[src/rtl/lock_pkg.sv]
// Shared definitions for the passcode lock: FSM state encoding (identical to
// the o_Status codes) and the counter-width helper.
package lock_pkg;

  localparam int unsigned STATUS_W = 3;

  typedef enum logic [STATUS_W-1:0] {
    ST_IDLE     = 3'd0,
    ST_ENTRY    = 3'd1,
    ST_CHECK    = 3'd2,
    ST_UNLOCKED = 3'd3,
    ST_FAIL     = 3'd4,
    ST_LOCKOUT  = 3'd5,
    ST_PROGRAM  = 3'd6
  } state_e;

  // Bits needed to hold values 0..max_val.
  function automatic int unsigned cnt_w(input int unsigned max_val);
    return (max_val < 1) ? 1 : $clog2(max_val + 1);
  endfunction

endpackage

[src/rtl/lock_timer.sv]
// Loadable down-counter that saturates at zero. expired_o is high whenever
// the count is zero, so a load of N-1 expires N cycles after the load edge.
module lock_timer #(
  parameter int unsigned WIDTH = 8
) (
  input  logic             clk_i,
  input  logic             rst_ni,
  input  logic             load_i,
  input  logic [WIDTH-1:0] load_val_i,
  output logic             expired_o
);

  logic [WIDTH-1:0] cnt_q, cnt_d;

  // Load takes priority; otherwise count down and stick at zero.
  always_comb begin
    cnt_d = cnt_q;
    if (load_i) begin
      cnt_d = load_val_i;
    end else if (cnt_q != '0) begin
      cnt_d = cnt_q - 1'b1;
    end
  end

  // Count register.
  always_ff @(posedge clk_i or negedge rst_ni) begin
    if (!rst_ni) cnt_q <= '0;
    else         cnt_q <= cnt_d;
  end

  assign expired_o = (cnt_q == '0);

endmodule

[src/rtl/passcode_lock_core.sv]
// N-digit passcode lock: digit capture, registered compare, fail-count
// lockout, entry timeout, auto-relock and in-field code programming.
// One shared timer serves the entry timeout, lockout and unlock hold.
module passcode_lock_core
  import lock_pkg::*;
#(
  parameter int unsigned                     NUM_DIGITS     = 4,
  parameter int unsigned                     DIGIT_W        = 4,
  parameter logic [NUM_DIGITS*DIGIT_W-1:0]   DEFAULT_CODE   = 16'h1234,
  parameter int unsigned                     MAX_FAILS      = 3,
  parameter int unsigned                     ENTRY_TIMEOUT  = 25_000_000,
  parameter int unsigned                     LOCKOUT_CYCLES = 250_000_000,
  parameter int unsigned                     UNLOCK_HOLD    = 125_000_000
) (
  input  logic                  i_Clk,
  input  logic                  i_Rst_L,
  input  logic                  i_Digit_Valid,
  input  logic [DIGIT_W-1:0]    i_Digit,
  input  logic                  i_Clear,
  input  logic                  i_Lock,
  input  logic                  i_Prog,
  output logic                  o_Unlocked,
  output logic                  o_Fail,
  output logic                  o_Lockout,
  output logic                  o_Prog_Done,
  output logic [NUM_DIGITS-1:0] o_Digit_LEDs,
  output logic [STATUS_W-1:0]   o_Status
);

  localparam int unsigned CODE_W  = NUM_DIGITS * DIGIT_W;
  localparam int unsigned DCNT_W  = cnt_w(NUM_DIGITS);
  localparam int unsigned FCNT_W  = cnt_w(MAX_FAILS);
  localparam int unsigned TMAX_A  = (ENTRY_TIMEOUT > LOCKOUT_CYCLES) ? ENTRY_TIMEOUT : LOCKOUT_CYCLES;
  localparam int unsigned TMR_MAX = (TMAX_A > UNLOCK_HOLD) ? TMAX_A : UNLOCK_HOLD;
  localparam int unsigned TMR_W   = cnt_w(TMR_MAX);

  // Timer loads are N-1 so each interval lasts exactly N cycles.
  localparam logic [TMR_W-1:0] T_ENTRY = TMR_W'(ENTRY_TIMEOUT - 1);
  localparam logic [TMR_W-1:0] T_LOCK  = TMR_W'(LOCKOUT_CYCLES - 1);
  localparam logic [TMR_W-1:0] T_HOLD  = TMR_W'(UNLOCK_HOLD - 1);

  state_e              state_q, state_d;
  logic [CODE_W-1:0]   shift_q, shift_d;
  logic [CODE_W-1:0]   code_q, code_d;
  logic [DCNT_W-1:0]   dcnt_q, dcnt_d;
  logic [FCNT_W-1:0]   fail_q, fail_d;
  logic                match_q;
  logic                dcnt_full;
  logic                digit_take;
  logic                prog_commit;
  logic                state_change;
  logic                tmr_load;
  logic [TMR_W-1:0]    tmr_val;
  logic                tmr_expired;

  assign dcnt_full    = (dcnt_q == DCNT_W'(NUM_DIGITS));
  assign digit_take   = i_Digit_Valid && !i_Clear && !dcnt_full &&
                        (state_q inside {ST_IDLE, ST_ENTRY, ST_PROGRAM});
  assign prog_commit  = (state_q == ST_PROGRAM) && dcnt_full && !i_Clear;
  assign state_change = (state_d != state_q);

  lock_timer #(
    .WIDTH (TMR_W)
  ) u_timer (
    .clk_i      (i_Clk),
    .rst_ni     (i_Rst_L),
    .load_i     (tmr_load),
    .load_val_i (tmr_val),
    .expired_o  (tmr_expired)
  );

  // FSM state register.
  always_ff @(posedge i_Clk or negedge i_Rst_L) begin
    if (!i_Rst_L) state_q <= ST_IDLE;
    else          state_q <= state_d;
  end

  // Next-state logic. A strobe in the same cycle as timer expiry counts as
  // activity, so the timeout only fires on a genuinely idle cycle.
  always_comb begin
    state_d = state_q;
    unique case (state_q)
      ST_IDLE:     if (digit_take) state_d = ST_ENTRY;
      ST_ENTRY: begin
        if (i_Clear)                            state_d = ST_IDLE;
        else if (dcnt_full)                     state_d = ST_CHECK;
        else if (tmr_expired && !i_Digit_Valid) state_d = ST_IDLE;
      end
      ST_CHECK:    state_d = match_q ? ST_UNLOCKED : ST_FAIL;
      ST_FAIL:     state_d = (fail_q >= FCNT_W'(MAX_FAILS)) ? ST_LOCKOUT : ST_IDLE;
      ST_LOCKOUT:  if (tmr_expired) state_d = ST_IDLE;
      ST_UNLOCKED: begin
        if (i_Lock)           state_d = ST_IDLE;
        else if (i_Prog)      state_d = ST_PROGRAM;
        else if (tmr_expired) state_d = ST_IDLE;
      end
      ST_PROGRAM: begin
        if (i_Clear || dcnt_full)               state_d = ST_UNLOCKED;
        else if (tmr_expired && !i_Digit_Valid) state_d = ST_UNLOCKED;
      end
      default:     state_d = ST_IDLE;
    endcase
  end

  // Datapath next values and timer control. A state change wipes the partial
  // entry first; the IDLE->ENTRY strobe is then shifted into the empty word.
  always_comb begin
    shift_d  = shift_q;
    dcnt_d   = dcnt_q;
    fail_d   = fail_q;
    code_d   = code_q;
    tmr_load = 1'b0;
    tmr_val  = T_ENTRY;

    if (state_change) begin
      shift_d = '0;
      dcnt_d  = '0;
    end
    if (digit_take) begin
      shift_d  = (shift_d << DIGIT_W) | CODE_W'(i_Digit);
      dcnt_d   = dcnt_d + 1'b1;
      tmr_load = 1'b1;
      tmr_val  = T_ENTRY;
    end

    if (state_change) begin
      unique case (state_d)
        ST_UNLOCKED: begin tmr_load = 1'b1; tmr_val = T_HOLD;  end
        ST_LOCKOUT:  begin tmr_load = 1'b1; tmr_val = T_LOCK;  end
        ST_PROGRAM:  begin tmr_load = 1'b1; tmr_val = T_ENTRY; end
        default: ;
      endcase
    end

    if (state_q == ST_CHECK) begin
      fail_d = match_q ? '0 : fail_q + 1'b1;
    end
    if ((state_q == ST_LOCKOUT) && (state_d == ST_IDLE)) begin
      fail_d = '0;
    end
    if (prog_commit) begin
      code_d = shift_q;
    end
  end

  // Datapath registers; the compare is registered so CHECK sees a clean verdict.
  always_ff @(posedge i_Clk or negedge i_Rst_L) begin
    if (!i_Rst_L) begin
      shift_q <= '0;
      dcnt_q  <= '0;
      fail_q  <= '0;
      code_q  <= DEFAULT_CODE;
      match_q <= 1'b0;
    end else begin
      shift_q <= shift_d;
      dcnt_q  <= dcnt_d;
      fail_q  <= fail_d;
      code_q  <= code_d;
      match_q <= (shift_q == code_q);
    end
  end

  // Status outputs decoded from the current state.
  always_comb begin
    o_Unlocked   = (state_q == ST_UNLOCKED);
    o_Fail       = (state_q == ST_FAIL);
    o_Lockout    = (state_q == ST_LOCKOUT);
    o_Prog_Done  = prog_commit;
    o_Status     = state_q;
    o_Digit_LEDs = '0;
    if (state_q inside {ST_ENTRY, ST_PROGRAM}) begin
      for (int unsigned k = 0; k < NUM_DIGITS; k++) begin
        o_Digit_LEDs[k] = (32'(dcnt_q) > k);
      end
    end
  end

endmodule
[config.mk]
export PLATFORM = sky130hd
export DESIGN_NAME = passcode_lock_core
export DESIGN_NICKNAME = d
export VERILOG_FILES = /design/src/rtl/lock_pkg.sv /design/src/rtl/lock_timer.sv /design/src/rtl/passcode_lock_core.sv
export SDC_FILE = /design/constraint.sdc
export NUM_CORES = 1
export LEC_CHECK = 0
export ABC_AREA = 1
export CORE_UTILIZATION = 57
export DETAILED_ROUTE_END_ITERATION = 6
export MAX_ROUTING_LAYER = met4
export PLACE_DENSITY = 0.76
export SLEW_MARGIN = 30
export SYNTH_ARGS = -nofsm -noshare
export SYNTH_HDL_FRONTEND = slang
export SYNTH_HIERARCHICAL = 1
export SYNTH_SLANG_ARGS = --single-unit
[constraint.sdc]
create_clock -name i_Clk -period 6.27 [get_ports i_Clk]
set_clock_uncertainty 0.05 [all_clocks]
set_input_delay 1.254 -clock i_Clk [delete_from_list [all_inputs] [get_ports i_Clk]]
set_output_delay 1.254 -clock i_Clk [all_outputs]
set_load 0.03 [all_outputs]
==> flow_summary.json <==
{
  "crit_fanout": 21,
  "slew_viol_final": 0,
  "fillers": 661,
  "reg2reg_depth": 20,
  "netlist_area_mm2": 0.00440,
  "path_class": "input port to flip-flop",
  "ys_warn_count": 6,
  "grt_pass1_vias": 3694,
  "vias": 3861,
  "hold_buffers": 0,
  "antenna_found_initial": 0,
  "synth_area_leader_cell": "dfrtp_1",
  "ir_drop_mv": 0.172,
  "root_buffer": "clkbuf_8",
  "ys_seq_area_share_pct": 39.3,
  "path_delay_family": "simple AND/OR/NAND/NOR gates",
  "pin_count": 21,
  "drtAntennaViolNets": 0,
  "required_ns": 6.50,
  "place.gp.congestion": 0.936,
  "synth_area_leaders": "dfrtp_1 (36%), nand2_1 (17%), nand4_1 (6.7%), nor2_1 (4.9%), inv_1 (4.3%)",
  "grt_pass1_wl_mm": 16.7,
  "rows": 31,
  "area_growth_pct": 10.1,
  "cts_setup_buffers": 0,
  "layout.nets": 637,
  "core_mm2": 0.00737,
  "cp_slowest_cell": "nor2_2",
  "fin_crit_ns": 4.60,
  "syn_area_per_cell_um2": 7.36,
  "viasPerCell": 5.31,
  "htreeDepth": 3,
  "cts_tree": "built",
  "fin_tns_setup_ns": 0,
  "wl_per_cell_um": 13.3,
  "fmax_mhz": 217,
  "die_w_um": 89.9,
  "place_hpwl_mm": 6.81,
  "tightest_slew_ns": 0.901,
  "crit_arrival_ns": 4.83,
  "io_buffers": 20,
  "numCtsBuffers": 9,
  "start_util_pct": 59.8,
  "cp.depth": 12,
  "clk_pin_slew_ns": 0.08,
  "synth_top_flop_cell": "dfrtp_1",
  "hold_violations": 0,
  "grt.total_usage_pct": 26.6,
  "grt-ovfl-total": 0,
  "drc": 0,
  "cts_resized": 0,
  "fin_crit_sh_pct": 73.3,
  "netlist.area_leader.share_pct": 36.4,
  "crit_chain": "clkdlybuf4s50_1, nor2_1, nand2_1, inv_1, nand2_1, inv_1, nor3_1, nor2_2, clkinv_1, nand2_1, o21ai_0, nor2_1",
  "slew_headroom_pct": 39.9,
  "fin_hold_ws_ns": 0.424,
  "cpPeakStageDelay_ns": 0.73,
  "fp.dieArea_mm2": 0.00808,
  "setup_viol": 0,
  "max-clock-path-buffers": 2,
  "cpMostUsedCell": "nand2_1",
  "synthTopCellsByCount": "nand2_1 (196), dfrtp_1 (64), nor2_1 (57)",
  "clock_sinks": 69,
  "totalWireLength_mm": 9.64,
  "ys_types": 42,
  "synth_cells": 598,
  "cap_violations": 0,
  "synth_most_common_cell": "nand2_1",
  "outcome": "complete, no violations",
  "powerDensity_mw_per_mm2": 296,
  "async_reset_ff_share_pct": 100,
  "critical_path_buf_inv_count": 4,
  "grt_start_max_net_pins": 70,
  "ys_ff_latch": 69,
  "synth_edf_count": 0,
  "drive_gt1_share_pct": 13.5,
  "p_leak_nw": 2.54,
  "first_pass_iters": 6,
  "clk_latency_ns": 0.35,
  "drtIter0Drc": 226,
  "min_path_cells": 2,
  "rsz0062_at_grt": "false",
  "die_h_um": 89.9,
  "cp-start-kind": "input port",
  "min_path_type": "flip-flop to flip-flop",
  "antennaDiodeCount": 0,
  "endpoint_kind": "flip-flop"
}
==> worst reg2reg max path, stage by stage, from the launching register on <==
cell and delay (ns):
dfrtp_1 0.38, inv_1 0.15, ha_1 0.21, nand2_1 0.09, nor2_2 0.15, nand3_4 0.12
nor2_8 0.21, nor2_1 0.09, nand3_1 0.12, nand2_2 0.08, nor2_2 0.15, nand3_2 0.11
nor2_1 0.19, nor2_4 0.17, nand2_2 0.14, nor2_1 0.06, nor2_2 0.71, clkinv_1 0.52
nand2_1 0.25, o21ai_0 0.10, nor2_1 0.10
==> sequential cells by signal, indices dropped and copies added, names as in the netlist <==
name	count
dcnt_q	3
u_timer/cnt_q	28
match_q	1
fail_q	2
o_Status	3
shift_q	16
code_q	16
==> kinds of logic (layout without fill, tap and decap cells) <==
logic type      Yosys count  count (layout)  share of synthesized area [%]
buf+inv                  77              98                           8.10
compound gates           32              32                           3.95
other cells               2              11                          0.171
simple gates            396             396                           43.7
flops                    69              69                           39.3
xor+xnor                 18              18                           3.58
fa+ha+maj                 4               4                           1.14
==> power by group <==
part | leakage [nW] | total [mW] | switching (mW) | internal, mW
clock | 0.0996 | 0.364 | 0.179 | 0.185
combinational | 1.54 | 0.463 | 0.306 | 0.157
sequential | 0.894 | 0.606 | 0.0865 | 0.519
total | 2.54 | 1.43 | 0.572 | 0.861
==> area by class of cell <==
| type | count | area [um^2] | area share (%) |
|---|---|---|---|
| Inverter | 59 | 221 | 4.57 |
| Timing Repair Buffer | 23 | 221 | 4.57 |
| Clock buffer | 9 | 124 | 2.55 |
| Tap cell | 99 | 124 | 2.55 |
| Sequential cell | 69 | 1730 | 35.7 |
| Multi-Input combinational cell | 461 | 2350 | 48.5 |
| Clock inverter | 7 | 73.8 | 1.52 |
==> through the flow <==
stage	area [um^2]	worst slack [ns]	total power, mW	util [%]	std cells
finish	4850	1.67	1.43	65.8	727
global route	4850	1.35	1.54	65.8	727
CTS	4840	1.73	1.44	65.7	727
detailed placement	4650	1.36	1.07	63.1	711
global placement	4650	1.52	1.06	63.1	711
floorplan	4440	2.97	0.966	-	607
==> metal layers <==
layer  track usage, %  routed length [um]  vias to the layer above
met5                -                   0                        -
met4             12.2                 311                        0
met3             3.64                 432                       27
met2             43.7                4540                       97
met1             32.9                4350                     1760
li1                 -                   -                     1977
==> placed cells by master, fill, tap and decap left out, types with 2 or more instances in the layout <==
cell type        netlist  final
a21oi_1                8      8
buf_4                  2      2
clkbuf_8               0      9
clkdlybuf4s50_1        0     19
clkinv_1               2      2
clkinv_2               0      2
clkinv_4               0      2
conb_1                 2     11
dfrtp_1               64     64
dfstp_2                5      5
ha_1                   4      4
inv_1                 50     50
inv_2                  7      7
nand2_1              196    196
nand2_2               15     15
nand3_1               37     37
nand3_2                6      6
nand3b_1               2      2
nand4_1               47     47
nor2_1                57     56
nor2_2                14     15
nor2_4                 4      4
nor2_8                 3      3
nor3_1                 4      4
o21ai_0               16     16
o21ai_1                2      2
or2_2                  5      5
xnor2_1               12     12
xor2_1                 6      6
==> worst paths after layout <==
kind	start	to	slack (ns)
max in group asynchronous	i_Rst_L	code_q[11]$_DFFE_PN0P_	4.77
worst max-delay path	i_Clear	u_timer/cnt_q[4]$_DFFE_PN0P_	1.67
min in group asynchronous	i_Rst_L	u_timer/cnt_q[2]$_DFFE_PN0P_	0.93
worst max register to register	u_timer/cnt_q[0]$_DFFE_PN0P_	u_timer/cnt_q[4]$_DFFE_PN0P_	2.04
worst min register to register	code_q[2]$_DFFE_PN1P_	code_q[2]$_DFFE_PN1P_	0.42
worst min-delay path	code_q[2]$_DFFE_PN1P_	code_q[2]$_DFFE_PN1P_	0.42
Note: power is estimated with default switching activity, not from simulation.
